File: src/rtl/tdm_pkg.sv
// Shared types and defaults for the TDM demultiplexer slice.
package tdm_pkg;

  typedef enum logic [0:0] {
    StIdle,
    StCollect
  } tdm_state_e;

  localparam int unsigned NChDefault   = 8;
  localparam int unsigned DataWDefault = 1;

  function automatic int unsigned slot_w(input int unsigned n);
    return $clog2(n);
  endfunction

endpackage

File: src/rtl/tdm_slot_counter.sv
// Slot index counter: clear to 0, load to 1 on start of frame, or step by one.
module tdm_slot_counter
  import tdm_pkg::*;
#(
  parameter int unsigned N_CH  = NChDefault,
  parameter int unsigned SEL_W = slot_w(N_CH)
) (
  input  logic             clk,
  input  logic             rst_n,
  input  logic             load0,
  input  logic             inc,
  input  logic             clr,
  output logic [SEL_W-1:0] slot,
  output logic             last
);

  logic [SEL_W-1:0] slot_q, slot_d;

  // load0 means slot 0 was just captured, so the next slot to fill is 1
  always_comb begin
    slot_d = slot_q;
    if (clr) begin
      slot_d = '0;
    end else if (load0) begin
      slot_d = SEL_W'(1);
    end else if (inc) begin
      slot_d = slot_q + SEL_W'(1);
    end
  end

  always_ff @(posedge clk or negedge rst_n) begin
    if (!rst_n) begin
      slot_q <= '0;
    end else begin
      slot_q <= slot_d;
    end
  end

  assign slot = slot_q;
  assign last = (slot_q == SEL_W'(N_CH - 1));

endmodule

File: src/rtl/tdm_demux_1to8.sv
// 1-to-N TDM demultiplexer: rebuilds a parallel word from a serial slot stream marked by sof.
module tdm_demux_1to8
  import tdm_pkg::*;
#(
  parameter int unsigned N_CH   = NChDefault,
  parameter int unsigned DATA_W = DataWDefault,
  localparam int unsigned SEL_W = slot_w(N_CH)
) (
  input  logic                   clk,
  input  logic                   rst_n,
  input  logic                   in_valid,
  input  logic                   sof,
  input  logic [DATA_W-1:0]      din,
  output logic [N_CH*DATA_W-1:0] dout,
  output logic                   frame_valid,
  output logic                   frame_err,
  output logic [SEL_W-1:0]       slot
);

  tdm_state_e                         state_q;
  logic       [N_CH-1:0][DATA_W-1:0]  shadow_q;
  logic       [N_CH*DATA_W-1:0]       dout_q;
  logic                               frame_valid_q;
  logic                               frame_err_q;
  logic                               cnt_load0, cnt_inc, cnt_clr, cnt_last;
  logic       [SEL_W-1:0]             cnt_slot;
  logic                               beat;

  assign beat = in_valid && !sof && (state_q == StCollect);

  always_comb begin
    cnt_load0 = in_valid && sof;
    cnt_inc   = beat && !cnt_last;
    cnt_clr   = beat && cnt_last;
  end

  tdm_slot_counter #(
    .N_CH  (N_CH),
    .SEL_W (SEL_W)
  ) u_slot_counter (
    .clk   (clk),
    .rst_n (rst_n),
    .load0 (cnt_load0),
    .inc   (cnt_inc),
    .clr   (cnt_clr),
    .slot  (cnt_slot),
    .last  (cnt_last)
  );

  always_ff @(posedge clk or negedge rst_n) begin
    if (!rst_n) begin
      state_q       <= StIdle;
      shadow_q      <= '0;
      dout_q        <= '0;
      frame_valid_q <= 1'b0;
      frame_err_q   <= 1'b0;
    end else begin
      frame_valid_q <= 1'b0;
      frame_err_q   <= 1'b0;
      if (in_valid) begin
        unique case (state_q)
          StIdle: begin
            // Beats without sof are dropped silently while waiting for a frame
            if (sof) begin
              shadow_q[0] <= din;
              state_q     <= StCollect;
            end
          end
          StCollect: begin
            if (sof) begin
              frame_err_q <= 1'b1;
              shadow_q[0] <= din;
            end else begin
              shadow_q[cnt_slot] <= din;
              if (cnt_last) begin
                // Final sample bypasses the shadow so dout lands on this edge
                dout_q        <= {din, shadow_q[N_CH-2:0]};
                frame_valid_q <= 1'b1;
                state_q       <= StIdle;
              end
            end
          end
        endcase
      end
    end
  end

  assign dout        = dout_q;
  assign frame_valid = frame_valid_q;
  assign frame_err   = frame_err_q;
  assign slot        = cnt_slot;

endmodule

File: config.mk
export PLATFORM = sky130hd
export DESIGN_NAME = tdm_demux_1to8
export DESIGN_NICKNAME = d
export VERILOG_FILES = /design/src/rtl/tdm_pkg.sv /design/src/rtl/tdm_slot_counter.sv /design/src/rtl/tdm_demux_1to8.sv
export SDC_FILE = /design/constraint.sdc
export NUM_CORES = 1
export LEC_CHECK = 0
export BUFFER_PORTS_ARGS = -buffer_cell sky130_fd_sc_hd__buf_2
export CAP_MARGIN = 20
export CORE_MARGIN = 5
export CORE_UTILIZATION = 50
export DETAILED_ROUTE_END_ITERATION = 7
export GPL_ROUTABILITY_DRIVEN = 0
export GPL_TIMING_DRIVEN = 0
export PLACE_DENSITY = 0.81
export SLEW_MARGIN = 10
export SYNTH_ARGS = -nofsm -noshare
export SYNTH_HDL_FRONTEND = slang
export SYNTH_HIERARCHICAL = 1
export SYNTH_SLANG_ARGS = --single-unit
File: constraint.sdc
create_clock -name clk -period 1.8 [get_ports clk]
set_clock_uncertainty 0.1 [all_clocks]
set_input_delay 0.18 -clock clk [delete_from_list [all_inputs] [get_ports clk]]
set_output_delay 0.18 -clock clk [all_outputs]
set_load 0.005 [all_outputs]
; ---- Word-level counts from Yosys, hierarchy flattened
; Index checks and enable logic that the tools add are counted.
; W data, S select, Z words.
[op_classes]
add_sub_neg = 1
magnitude_cmp = 2
n_eq_ne = 2
mux = 19
bitwise_logic = 2
n_reduce_logical = 12
[ops]
columns = cell, count
row1 = $mux W1, 12
row2 = $mux W3, 3
row3 = $bwmux W8, 1
row4 = $logic_and A1 B1 Y1, 6
row5 = $lt A3 B4 Y1 const B, 1
row6 = $pmux W1 S2, 2
row7 = $reduce_and A4 Y1, 1
row8 = $add A3 B1 Y3 const B, 1
row9 = $demux W1 S3, 1
row10 = $eq A3 B3 Y1 const B, 1
row11 = $ge A3 B1 Y1 const B, 1
row12 = $reduce_and A3 Y1, 1
row13 = $reduce_bool A3 Y1, 1
row14 = $logic_not A1 Y1, 2
row15 = $ne A2 B2 Y1 const B, 1
row16 = $not A1 Y1, 2
row17 = $reduce_and A2 Y1, 1
[word_totals]
reg_bits = 22
out_inout_bits = 13
elab_cells = 51

; ---- Longest topological paths before layout
[depth]
depth_word = 7
mapped_depth = 5
ltp_nobuf = 5

; ---- By module
; Netlist, hierarchy kept.
[modules_own_cells]
columns = module, n_inst, cells_per_inst, area_each_um2, seq_area_each_um2
row1 = tdm_demux_1to8, 1, 53, 759.5, 450.4
row2 = tdm_slot_counter, 1, 12, 147.6, 75.1

; ---- Worst setup path before layout
; No wires, ideal clock.
[synth_path]
path_kind = register to register
start = register u_slot_counter.slot_q[1], in the netlist u_slot_counter/slot[1]
end = register dout_q[0], in the netlist dout[0]
setup_time_ns = 0.125
t_arrival_ns = 1.429
path_slack_ns = 0.147
stages_incl_launch_ff = 6
path_buffers = 0
cell_sequence = dfrtp_1 -> ha_1 -> ha_1 -> nand3_2 -> inv_2 -> mux2_2
[synth_between]
elab_chain_len = 2
[synth_lines]
columns = element, line_no
row1 = start: declaration, tdm_slot_counter.sv:17  ; logic [SEL_W-1:0] slot_q, slot_d;
row2 = start signal: assignment, tdm_slot_counter.sv:35  ; slot_q <= slot_d;
row3 = $eq A3 B3 Y1, tdm_slot_counter.sv:40  ; assign last = (slot_q == SEL_W'(N_CH - 1));
row4 = net cnt_last, tdm_demux_1to8.sv:25  ; logic cnt_load0, cnt_inc, cnt_clr, cnt_last;
row5 = $reduce_and A4 Y1 (no line), --
row6 = end signal: assignment, tdm_demux_1to8.sv:77  ; dout_q <= {din, shadow_q[N_CH-2:0]};
row7 = end: declaration, tdm_demux_1to8.sv:22  ; logic [N_CH*DATA_W-1:0] dout_q;
; The timed path passes the listed nets, and every way through them passes these cells.
; A chain may end at the register's enable or synchronous reset.

; ---- Worst setup path after layout
[layout_path]
start = register u_slot_counter.slot_q[0], in the netlist u_slot_counter/slot[0]
end = register u_slot_counter.slot_q[1], in the netlist u_slot_counter/slot[1]
[layout_between]
elab_chain_len = 4
[layout_lines]
columns = element, line_no
row1 = $eq A3 B3 Y1, tdm_slot_counter.sv:40
row2 = net cnt_last, tdm_demux_1to8.sv:25
row3 = $logic_not A1 Y1, tdm_demux_1to8.sv:33  ; cnt_inc = beat && !cnt_last;
row4 = $logic_and A1 B1 Y1, tdm_demux_1to8.sv:33
row5 = net cnt_inc, tdm_demux_1to8.sv:25
row6 = $reduce_bool A3 Y1 (no line), --
; The timed path passes the listed nets, and every way through them passes these cells. The select of a mux whose other input is x is not followed.

==> impl_metrics.json <==
{
  "syn-cell-area_sq_um": 907,
  "synth_fp_nets": 72,
  "chipHeight_microns": 52.6,
  "first_pass_iters": 4,
  "die_width_microns": 52.6,
  "wl_met2_microns": 754,
  "relSlewSlack": 0.701,
  "fin_crit_sh": 0.936,
  "grt_max_degree": 22,
  "rsz0062_at_grt": "false",
  "setup_slack_ns": 0.115,
  "dpl_worst_slack_ns": -0.0503,
  "power_density_mw_per_mm2": 1200,
  "p_leak_nw": 0.551,
  "cts_max_path_buffers": 2,
  "wl_met1_microns": 678,
  "cts_tree": "built",
  "hold_class": "in2reg",
  "ioPinCount": 18,
  "rows": 15,
  "drc": 0,
  "crit_arrival_ns": 1.77,
  "highest_layer": "met4",
  "syn-instance-count": 65,
  "holdWs_ns": 0.117,
  "crit_type": "reg2reg",
  "yosysWarnings": 6,
  "drtIter0Drc": 4,
  "port-buffer-count": 17,
  "finalPower_w": 0.00130,
  "avgSynthCellArea_sq_um": 14.0,
  "fin_cells": 114,
  "setup_viol": 0,
  "setup.worst_path.start_class": "flip-flop",
  "track_usage": 0.130,
  "fmax_mhz": 594,
  "crit_fanout": 6,
  "dp_hpwl_mm": 1.11,
  "grt_pass1_wl_mm": 2.61,
  "diodes": 0,
  "multi_input_area_sq_um": 378,
  "cts_sinks": 21,
  "finalCriticalPeriod_ns": 1.68,
  "drt_wl_total_mm": 1.50,
  "core-area_sq_mm": 0.00173,
  "cp_data_required_time_ns": 1.88,
  "initial_core_util": 0.525,
  "slew_viol_final": 0,
  "cp-end-kind": "flip-flop",
  "cts_max_level": 1,
  "viasPerCell": 5.02,
  "ff_latch_area_sq_um": 528,
  "antenna_found_initial": 0,
  "synth-seq-cells": 21,
  "cts_buffers": 3,
  "fillers": 149,
  "status": "finished clean",
  "hold_viol": 0,
  "overflow": 0,
  "route.antenna.remaining_nets": 0,
  "layout.nets": 97,
  "wire_per_inst_microns": 13.2,
  "synth-seq-area-share": 0.579,
  "dp_cells": 107,
  "syn2layout_area_growth_pct": 19.6,
  "final_layout_size_suffix_gt1_frac": 0.506,
  "grt_pass1_vias": 603,
  "clk_pin_slew_ns": 0.11,
  "cap_violations": 0,
  "cts_root_buf": "clkbuf_4",
  "irDropWorstVdd_uv": 666,
  "ys_types": 23,
  "insertion_delay_ns": 0.29,
  "wl_met3_microns": 60,
  "worst-slew-pin-transition_ns": 0.449,
  "num_vias": 572,
  "dieArea_sq_mm": 0.00277
}
-- per-stage QoR --
| stage | utilization | TNS (ns) | cell area (sq um) |
|---|---|---|---|
| after floorplan | - | 0 | 907 |
| after global placement | 0.593 | -0.0368 | 1020 |
| after detailed placement | 0.593 | -0.139 | 1020 |
| after CTS | 0.614 | 0 | 1060 |
| after global routing | 0.628 | 0 | 1080 |
| final | 0.628 | 0 | 1080 |
-- cell usage in the layout (no fill, tap or decap), types with 3 or more instances in the layout --
| cell type | count |
|---|---|
| nor3_1 | 3 |
| clkbuf_4 | 3 |
| dfrtp_1 | 19 |
| buf_2 | 17 |
| mux2_2 | 15 |
-- cell usage after synthesis (all sizes together) --
master	instances	area, sq um
inv	3	11.3
nor3b	2	15.0
nor3	3	15.0
mux2i	2	20.0
nand3	2	15.0
nor2	1	3.75
a21o	1	8.76
nand3b	2	15.0
nand4b	1	8.76
nor4b	1	8.76
mux2	15	169
o21ai	1	5.00
nor2b	1	13.8
xnor2	1	8.76
dfrtp	21	526
a21oi	1	5.00
nand2	2	7.51
ha	2	25.0
and3	1	7.51
and2	1	6.26
and4bb	1	12.5
-- logic make-up (layout without fill, tap and decap cells) --
family | Yosys count | in the layout | synth area share
AO/OA/AOI/OAI | 3 | 3 | 0.0207
XOR/XNOR | 1 | 1 | 0.00966
adder cells (fa/ha/maj) | 2 | 2 | 0.0276
buffers and inverters | 3 | 27 | 0.0124
flip-flops | 21 | 21 | 0.579
multiplexers | 17 | 17 | 0.208
AND/OR/NAND/NOR | 18 | 18 | 0.142
-- worst max-delay path, stage by stage, from the launching register on --
cell	delay [ns]
dfrtp_2	0.46
ha_1	0.21
ha_1	0.23
nor2_1	0.29
mux2i_1	0.22
nor3_1	0.06
-- layout make-up --
cell class / count / share of cell area
Tap cell: 25 / 0.0288
Clock buffer: 4 / 0.0242
Multi-Input combinational cell: 41 / 0.348
Sequential cell: 21 / 0.487
Timing Repair Buffer: 20 / 0.101
Inverter: 3 / 0.0104
-- flip-flops by register name, indices dropped and copies added (netlist names) --
signal and count:
shadow_q 7, frame_err 1, u_slot_counter/slot 3, state_q 1, frame_valid 1, dout 8
-- worst paths after layout --
check | slack [ns] | end | startpoint | cells past startpoint
setup / recovery | 0.12 | u_slot_counter/slot[1]$_DFFE_PN0P_ | u_slot_counter/slot[0]$_DFFE_PN0P_ | 5
setup reg to reg | 0.12 | u_slot_counter/slot[1]$_DFFE_PN0P_ | u_slot_counter/slot[0]$_DFFE_PN0P_ | 5
hold reg to reg | 0.41 | dout[4]$_DFFE_PN0P_ | dout[4]$_DFFE_PN0P_ | 1
max in group asynchronous | 1.00 | u_slot_counter/slot[1]$_DFFE_PN0P_ | rst_n | 2
min in group asynchronous | 0.27 | frame_err$_DFF_PN0_ | rst_n | 2
hold / removal | 0.12 | state_q$_DFFE_PN0P_ | in_valid | 3
-- metal layers --
layer | up-vias | track usage
met5 | - | 0
met4 | 0 | 0.0383
met3 | 2 | 0.0342
met2 | 12 | 0.221
met1 | 277 | 0.161
li1 | 281 | -
-- power breakdown --
| part | switching (W) | internal, W |
|---|---|---|
| Clock | 0.000126 | 0.0000861 |
| Combinational | 0.000144 | 0.000231 |
| Sequential | 0.000108 | 0.000606 |
-- repair_timing --
action                                 4_1_cts  5_1_grt
setup buffers                                0        2
hold buffers                                 1        0
gates resized for setup                      1        2
endpoints found under the hold margin       21        0
setup endpoints to repair                    3        3
(Power assumes the default switching activity.)
